==> src/rtl/ws2812_pkg.sv <==
// Shared types and helpers for the WS2812 serial LED transmitter.
package ws2812_pkg;

    typedef enum logic [1:0] {
        StIdle,
        StBitHi,
        StBitLo,
        StLatch
    } state_e;

    // Colour channels per pixel (G, R, B); pixel bit count is this times WIDTH.
    localparam int unsigned ChannelsPerPixel = 3;

    // Widest channel the packing helper supports.
    localparam int unsigned MaxWidth = 32;

    function automatic int unsigned pixel_bits(input int unsigned width);
        return ChannelsPerPixel * width;
    endfunction

    // Pack channels into GRB wire order (green in the most significant slot).
    function automatic logic [ChannelsPerPixel*MaxWidth-1:0] pack_grb(
        input logic [MaxWidth-1:0] g,
        input logic [MaxWidth-1:0] r,
        input logic [MaxWidth-1:0] b,
        input int unsigned         width
    );
        logic [ChannelsPerPixel*MaxWidth-1:0] g_w, r_w, b_w;
        g_w = {{(2*MaxWidth){1'b0}}, g};
        r_w = {{(2*MaxWidth){1'b0}}, r};
        b_w = {{(2*MaxWidth){1'b0}}, b};
        return (g_w << (2 * width)) | (r_w << width) | b_w;
    endfunction

endpackage

==> src/rtl/ws2812_bit_timer.sv <==
// Loadable down-counter; tc_o marks the last cycle of a loaded duration.
module ws2812_bit_timer #(
    parameter int unsigned CW = 10
) (
    input  logic          clk,
    input  logic          reset,
    input  logic          load_i,
    input  logic [CW-1:0] load_val_i,
    output logic          tc_o
);

    logic [CW-1:0] count_q, count_d;

    // Load a duration of N cycles, then count down and hold at zero.
    always_comb begin
        count_d = count_q;
        if (load_i) begin
            count_d = load_val_i;
        end else if (count_q != '0) begin
            count_d = count_q - CW'(1);
        end
    end

    // Counter register.
    always_ff @(posedge clk or posedge reset) begin
        if (reset) begin
            count_q <= '0;
        end else begin
            count_q <= count_d;
        end
    end

    // A count of one means the current cycle is the last of the duration.
    assign tc_o = (count_q == CW'(1));

endmodule

==> src/rtl/ws2812_tx.sv <==
// WS2812 single-wire NRZ transmitter: sends one GRB colour to NUM_LEDS pixels,
// then holds the line low for the latch period.
// Build option: define WS2812_AUTO_REFRESH_EN to restart frames back-to-back.
module ws2812_tx
    import ws2812_pkg::*;
#(
    parameter int unsigned WIDTH     = 8,
    parameter int unsigned NUM_LEDS  = 1,
    parameter int unsigned T0H_CYC   = 4,
    parameter int unsigned T1H_CYC   = 8,
    parameter int unsigned BIT_CYC   = 12,
    parameter int unsigned RESET_CYC = 600
) (
    input  logic             clk,
    input  logic             reset,
    input  logic [WIDTH-1:0] red,
    input  logic [WIDTH-1:0] green,
    input  logic [WIDTH-1:0] blue,
    input  logic             start,
    output logic             dout,
    output logic             busy,
    output logic             frame_done
);

    localparam int unsigned PixelBits = pixel_bits(WIDTH);
    localparam int unsigned TimerMax  = (BIT_CYC > RESET_CYC) ? BIT_CYC : RESET_CYC;
    localparam int unsigned TW        = $clog2(TimerMax + 1);
    localparam int unsigned BW        = $clog2(PixelBits);
    localparam int unsigned LW        = (NUM_LEDS > 1) ? $clog2(NUM_LEDS) : 1;

    state_e               state_q, state_d;
    logic [PixelBits-1:0] color_q, color_d;
    logic [PixelBits-1:0] shift_q, shift_d;
    logic [BW-1:0]        bit_q, bit_d;
    logic [LW-1:0]        led_q, led_d;
    logic                 dout_q, dout_d;
    logic                 busy_q, busy_d;
    logic                 done_q, done_d;

    logic                 tmr_load;
    logic [TW-1:0]        tmr_val;
    logic                 tmr_tc;
    logic                 accept;
    logic                 frame_end;

    logic [ChannelsPerPixel*MaxWidth-1:0] grb_full;
    logic [PixelBits-1:0]                 grb_in;
    logic                                 unused_grb;

    function automatic logic [TW-1:0] th_of(input logic msb);
        return msb ? TW'(T1H_CYC) : TW'(T0H_CYC);
    endfunction

    // Pack the live inputs; only sampled when a frame is accepted.
    always_comb begin
        grb_full = pack_grb(MaxWidth'(green), MaxWidth'(red), MaxWidth'(blue), WIDTH);
        grb_in   = grb_full[PixelBits-1:0];
    end
    assign unused_grb = ^grb_full;

    ws2812_bit_timer #(
        .CW (TW)
    ) u_timer (
        .clk        (clk),
        .reset      (reset),
        .load_i     (tmr_load),
        .load_val_i (tmr_val),
        .tc_o       (tmr_tc)
    );

    assign frame_end = (state_q == StLatch) && tmr_tc;

    // Frame acceptance: start in idle, or latch exit when auto-refreshing.
`ifdef WS2812_AUTO_REFRESH_EN
    assign accept = ((state_q == StIdle) && start) || frame_end;
`else
    assign accept = (state_q == StIdle) && start;
`endif

    // State register, datapath and registered outputs.
    always_ff @(posedge clk or posedge reset) begin
        if (reset) begin
            state_q <= StIdle;
            color_q <= '0;
            shift_q <= '0;
            bit_q   <= '0;
            led_q   <= '0;
            dout_q  <= 1'b0;
            busy_q  <= 1'b0;
            done_q  <= 1'b0;
        end else begin
            state_q <= state_d;
            color_q <= color_d;
            shift_q <= shift_d;
            bit_q   <= bit_d;
            led_q   <= led_d;
            dout_q  <= dout_d;
            busy_q  <= busy_d;
            done_q  <= done_d;
        end
    end

    // Next-state, shift/counter updates and timer loads.
    always_comb begin
        state_d  = state_q;
        color_d  = color_q;
        shift_d  = shift_q;
        bit_d    = bit_q;
        led_d    = led_q;
        tmr_load = 1'b0;
        tmr_val  = '0;
        if (accept) begin
            color_d  = grb_in;
            shift_d  = grb_in;
            bit_d    = '0;
            led_d    = '0;
            state_d  = StBitHi;
            tmr_load = 1'b1;
            tmr_val  = th_of(grb_in[PixelBits-1]);
        end else begin
            unique case (state_q)
                StIdle: ;
                StBitHi: begin
                    if (tmr_tc) begin
                        state_d  = StBitLo;
                        tmr_load = 1'b1;
                        tmr_val  = TW'(BIT_CYC) - th_of(shift_q[PixelBits-1]);
                    end
                end
                StBitLo: begin
                    if (tmr_tc) begin
                        if (bit_q != BW'(PixelBits - 1)) begin
                            shift_d  = shift_q << 1;
                            bit_d    = bit_q + BW'(1);
                            state_d  = StBitHi;
                            tmr_load = 1'b1;
                            tmr_val  = th_of(shift_q[PixelBits-2]);
                        end else if (led_q != LW'(NUM_LEDS - 1)) begin
                            shift_d  = color_q;
                            bit_d    = '0;
                            led_d    = led_q + LW'(1);
                            state_d  = StBitHi;
                            tmr_load = 1'b1;
                            tmr_val  = th_of(color_q[PixelBits-1]);
                        end else begin
                            state_d  = StLatch;
                            tmr_load = 1'b1;
                            tmr_val  = TW'(RESET_CYC);
                        end
                    end
                end
                StLatch: begin
                    if (tmr_tc) begin
                        state_d = StIdle;
                    end
                end
                default: state_d = StIdle;
            endcase
        end
    end

    // Outputs are registered from the next state so dout follows it with no extra lag.
    always_comb begin
        dout_d = (state_d == StBitHi);
        busy_d = (state_d != StIdle);
        done_d = frame_end;
    end

    assign dout       = dout_q;
    assign busy       = busy_q;
    assign frame_done = done_q;

endmodule

==> config.mk <==
export PLATFORM = sky130hd
export DESIGN_NAME = ws2812_tx
export DESIGN_NICKNAME = d
export VERILOG_FILES = /design/src/rtl/ws2812_pkg.sv /design/src/rtl/ws2812_bit_timer.sv /design/src/rtl/ws2812_tx.sv
export SDC_FILE = /design/constraint.sdc
export NUM_CORES = 1
export LEC_CHECK = 0
export BUFFER_PORTS_ARGS = -buffer_cell sky130_fd_sc_hd__buf_2
export CAP_MARGIN = 15
export CORE_UTILIZATION = 50
export DETAILED_ROUTE_END_ITERATION = 16
export PLACE_DENSITY = 0.72
export SLEW_MARGIN = 20
export SYNTH_ARGS = -nofsm -noshare
export SYNTH_HDL_FRONTEND = slang
export SYNTH_HIERARCHICAL = 1
export SYNTH_SLANG_ARGS = --single-unit
==> constraint.sdc <==
create_clock -name clk -period 2.8 [get_ports clk]
set_input_delay 0.14 -clock clk [delete_from_list [all_inputs] [get_ports clk]]
set_output_delay 0.14 -clock clk [all_outputs]
set_load 0.05 [all_outputs]
Word level (Yosys, flattened, before mapping)
Index checks and enable logic that the tools add are counted.
Widths: inputs -> output; s select.
{ "word_totals": {"ff_bits": 69, "out_inout_bits": 3} }
{ "classes": {"addsub": 4, "eq_ne": 7, "n_mux": 37, "bitwise_logic": 2, "reduce_logical": 12} }
{ "op_table": {"columns": ["operator", "count"], "rows": [
  ["$mux 24", 5],
  ["$mux 10", 7],
  ["$mux 5", 5],
  ["$or 24x16->24", 1],
  ["$or 24x8->24", 1],
  ["$pmux 10 s2", 1],
  ["$mux 4", 4],
  ["$mux 2", 6],
  ["$eq 10x1->1 const B", 1],
  ["$reduce_bool 10->1", 1],
  ["$sub 10x1->10 const B", 1],
  ["$mux 1", 8],
  ["$reduce_bool 2->1", 4],
  ["$pmux 2 s3", 1],
  ["$reduce_and 3->1", 2],
  ["$add 5x1->5 const B", 1],
  ["$ne 5x5->1 const B", 1],
  ["$sub 4x4->5 const A", 1],
  ["$eq 2x1->1 const B", 2],
  ["$eq 2x2->1 const B", 2],
  ["$reduce_bool 3->1", 1],
  ["$logic_and 1x1->1", 2],
  ["$logic_not 2->1", 1],
  ["$ne 2x2->1 const B", 1],
  ["other kinds (2)", 2]
]} }

Logic depth before layout (Yosys ltp)
{ "logic_depth": {"depth_word": 7, "mapped_depth": 12, "mapped_depth_nobuf": 10} }

Cells and area by module
Netlist, hierarchy kept.
{ "by_module_without_submodules": {"columns": ["mod", "n_inst", "cells_each", "area_each_um2"], "rows": [
  ["ws2812_tx", 1, 177, 1751.7],
  ["ws2812_bit_timer", 1, 71, 660.6]
]} }

Worst setup path after synthesis
No wires, ideal clock.
{ "synth_timing": {"path_type": "reg2reg", "startpoint": "reg u_timer.count_q[5]", "endpoint": "reg u_timer.count_q[2]", "setup_time_ps": 101, "t_arrival_ps": 2572, "required_time_ps": 2699, "slack_ps": 127, "path_stages_with_launch": 12, "n_path_buf": 2, "period_less_slack_ps": 2673, "path_cell_list": "dfrtp_1 or4_4 or2_1 nor2_1 clkbuf_2 nand2_1 nor2_8 buf_6 nand3b_1 a31oi_1 nor2b_1 nor4_1"} }
{ "synth_via": {"elab_chain_cells": 5} }
{ "synth_lines": {"columns": ["element", "line_no", "source"], "rows": [
  ["start, declared", "ws2812_bit_timer.sv:12", "logic [CW-1:0] count_q, count_d;"],
  ["start signal, assigned", "ws2812_bit_timer.sv:29", "count_q <= count_d;"],
  ["$eq 10x1->1 (*)", "ws2812_bit_timer.sv:34", "assign tc_o = (count_q == CW'(1));"],
  ["named net tmr_tc", "ws2812_tx.sv:42", "logic tmr_tc;"],
  ["$mux 10, on equally long branches", "ws2812_tx.sv:131, ws2812_tx.sv:124", null],
  ["$pmux 10 s2 (*)", "ws2812_tx.sv:121", "unique case (state_q)"],
  ["$mux 10 (*)", "ws2812_tx.sv:112", "if (accept) begin"],
  ["named net tmr_val[2]", "ws2812_tx.sv:41", "logic [TW-1:0] tmr_val;"],
  ["$mux 10 (*)", "ws2812_bit_timer.sv:17", "if (load_i) begin"]
]} }
Mark *: on every way through the listed nets, which the timed path passes. The rest lies on a longest branch.
A chain may end at the register's enable or synchronous reset.

Final worst setup path
{ "layout_timing": {"startpoint": "reg u_timer.count_q[5]", "endpoint": "reg u_timer.count_q[5]"} }
{ "layout_via": {"elab_chain_cells": 5} }
{ "layout_lines": {"columns": ["element", "line_no", "source"], "rows": [
  ["$eq 10x1->1 (*)", "ws2812_bit_timer.sv:34", null],
  ["named net tmr_tc", "ws2812_tx.sv:42", null],
  ["$mux 1 (*)", "ws2812_tx.sv:131", "if (tmr_tc) begin"],
  ["$mux 1 (*)", null, null],
  ["$mux 1 (*)", "ws2812_tx.sv:112", null],
  ["named net tmr_load", "ws2812_tx.sv:40", "logic tmr_load;"],
  ["$mux 10 or $reduce_bool 2->1 (tied branches)", null, null]
]} }
Mark *: on every way through the listed nets, which the timed path passes. The rest lies on a longest branch. The select of a mux whose other input is x is not followed.

==> impl_metrics.toml <==
[outcome]
status = "finished clean"

[synthesis]
ys_ff_latch = 44
synth_flop_cell = "dfrtp_1"
ys_seq_area_share_pct = 45.6
yosys.area.top_type = "dfrtp_1"
synth-async-reset-ratio_pct = 100
synthTopCellsByArea = "dfrtp_1, mux2i_1, nand2_1"
synth_top_area_share_pct = 45.6
synth_cell_types = 46
synthCells = 248
syn_area_per_cell_um2 = 9.73
ys_warn_count = 6
syn_area_um2 = 2410
synth_edf_count = 0

[floorplanning]
die_area_um2 = 5110
rows = 24
core-area_um2 = 4500
ios = 30
die-width_um = 71.5
initial_utilization_pct = 53.6
die_h_um = 71.5

[power]
p_per_area_nw_per_um2 = 898
swShare_pct = 38.0
power.internal_uw = 1540
p_leak_uw = 0.00120
clkPwrFrac_pct = 19.2
power_frac_seq_pct = 44.1
combPwrFrac_pct = 36.6
power.switching_uw = 943
max-vdd-ir-drop_mv = 0.405

[detailed_routing]
ant_nets = 0
wl_mm = 4.41
drc = 0
drt-initial-drc-count = 59
avgRoutedWirePerCell_um = 13.1
dr.pass1.iters = 4
vias_per_cell = 5.44
vias = 1834

[global_routing]
grt_pass1_vias = 1807
grt-ovfl-total = 0
grt_usage_pct = 20.1
grt_max_degree = 37
antenna_found_initial = 0
grt_pass1_wl_mm = 8.11

[cts]
clock_sink_count = 44
cts.path.max_buffers = 2
htreeDepth = 2
clock_latency_ps = 290
clk_pin_slew_worst_paths_ps = 80
cts_buffers = 5
cts_tree = "yes"
cts_root_buf = "clkbuf_8"

[sta]
tns_ps = 0
fin_crit_ps = 2620
final.period_utilization_pct = 93.4
clock.fmax_ghz = 0.382
hold_violations = 0
finalSetupViolations = 0
setup_ws_ps = 185
slew_viol_final = 0
grt_setup_unrepaired = "no"
finalHoldWorstSlack_ps = 42.5
clock_skew_ps = 4.99

[layout]
fin_util_pct = 61.3
synthToLayoutAreaGrowth_pct = 14.5
finalNonFillerCells = 337
fin_nets = 319
drive_gt1_share_pct = 18.2
diodes = 0

[critical_path]
cp_slowest_stage_delay_ps = 610
cp_max_fo = 11
worst-path-buf-inv = 0
crit_arrival_ps = 2830
endpoint_kind = "register"
setup.worst_path.start_class = "register"
cp_common_cell = "nand2_1"
path_class = "register to register"
required_ps = 3010
crit_chain = "or4_4 -> or2_1 -> nor2_1 -> nand2_1 -> nand2_1 -> nor4_1 -> a22o_1 -> nor3_1"
cpMaxStageDelayCell = "or4_4"
path_delay_family = "simple AND/OR/NAND/NOR gates"

[hold_path]
hp-class = "input port to register"

[placed_design]
place_congestion = 0.785
dpl.hpwl_mm = 3.21
placed_cells = 328
post-place-ws_ps = 225
numPortBuffers = 29

[job]
maxCapViolCount = 0
[worst min-delay path: cells and delay by family]
family          cells  cell delay [ps]
simple gates        1               30
buf+inv             1               70
compound gates      1               50
[routing by layer]
metal	share of wire, %	up-vias	global-route usage [%]
li1	-	934	-
met1	48	868	27.2
met2	47	27	32.3
met3	3.8	5	4.92
met4	1.2	0	5.88
met5	0	-	0
[layout by cell type (no fill, tap or decap), types with 3 or more instances in the layout]
master / n
a21oi_1: 4
and2_1: 3
buf_2: 29
buf_4: 8
clkbuf_8: 5
conb_1: 5
dfrtp_1: 44
ha_1: 8
inv_1: 11
mux2i_1: 25
nand2_1: 36
nand3_1: 5
nor2_1: 13
nor3_1: 6
nor4_1: 3
o21ai_0: 15
o21ai_1: 19
xor2_1: 3
[layout make-up]
type / count / area (um^2)
sequential: 44 / 1100
tap: 52 / 65.1
multi-input combinational: 183 / 1210
inverter: 11 / 41.3
fill: 366 / 1740
clock buffer: 5 / 68.8
clock inverter: 3 / 42.5
timing repair buffer: 39 / 235
[state kept, by name, indices dropped and copies added (netlist names)]
register,count
u_timer/count_q,10
frame_done,1
busy,1
bit_q,5
dout,1
shift_q,24
state_q,2
[power groups by stage]
| stage | clock network, uW | logic [uW] | registers, uW |
|---|---|---|---|
| 3_3_place_gp | 0 | 879 | 1100 |
| 4_1_cts | 490 | 914 | 1100 |
| 5_1_grt | 519 | 1050 | 1130 |
| 3_5_place_dp | 0 | 909 | 1110 |
| 6_report | 477 | 908 | 1090 |
| 2_1_floorplan | 0 | 660 | 1100 |
[stage by stage]
stage | area [um^2] | total power (uW)
2_1_floorplan | 2430 | 1760
6_report | 2760 | 2480
3_5_place_dp | 2640 | 2010
3_3_place_gp | 2640 | 1980
4_1_cts | 2760 | 2500
5_1_grt | 2760 | 2700
[kinds of logic after synthesis]
family | synth area share (%)
AO/OA/AOI/OAI | 12.7
XOR/XNOR | 1.82
adder cells (fa/ha/maj) | 4.15
buffers and inverters | 5.03
flip-flops | 45.6
multiplexers | 11.3
other | 0.155
AND/OR/NAND/NOR | 19.2
[synthesized netlist by cell type, types with 3 or more instances]
cell type	count
a21oi_1	4
and2_1	3
clkbuf_1	10
dfrtp_1	44
ha_1	8
inv_1	11
mux2i_1	25
nand2_1	37
nand3_1	5
nor2_1	13
nor3_1	6
nor4_1	3
o21ai_0	15
o21ai_1	19
xor2_1	3
[worst paths after layout]
check                                         from            endpoint  slack [ps]  depth (start not counted)
worst max-delay path            u_timer/count_q[5]  u_timer/count_q[5]         180                          8
worst min-delay path                       blue[7]          shift_q[7]          40                          3
worst max register to register  u_timer/count_q[5]  u_timer/count_q[5]         180                          8
worst min register to register          shift_q[0]          shift_q[0]         550                          2
max in group asynchronous                    reset                busy        2010                          4
min in group asynchronous                    reset  u_timer/count_q[0]         370                          3
[repair_timing]
item / 4_1_cts / 5_1_grt
setup endpoints to repair: 0 / 1
hold buffers: 1 / 0
gates resized for setup: 0 / 1
hold endpoints to repair: 44 / 0
buffers inserted: 0 / 0
Power figures use the tool's default switching activity.
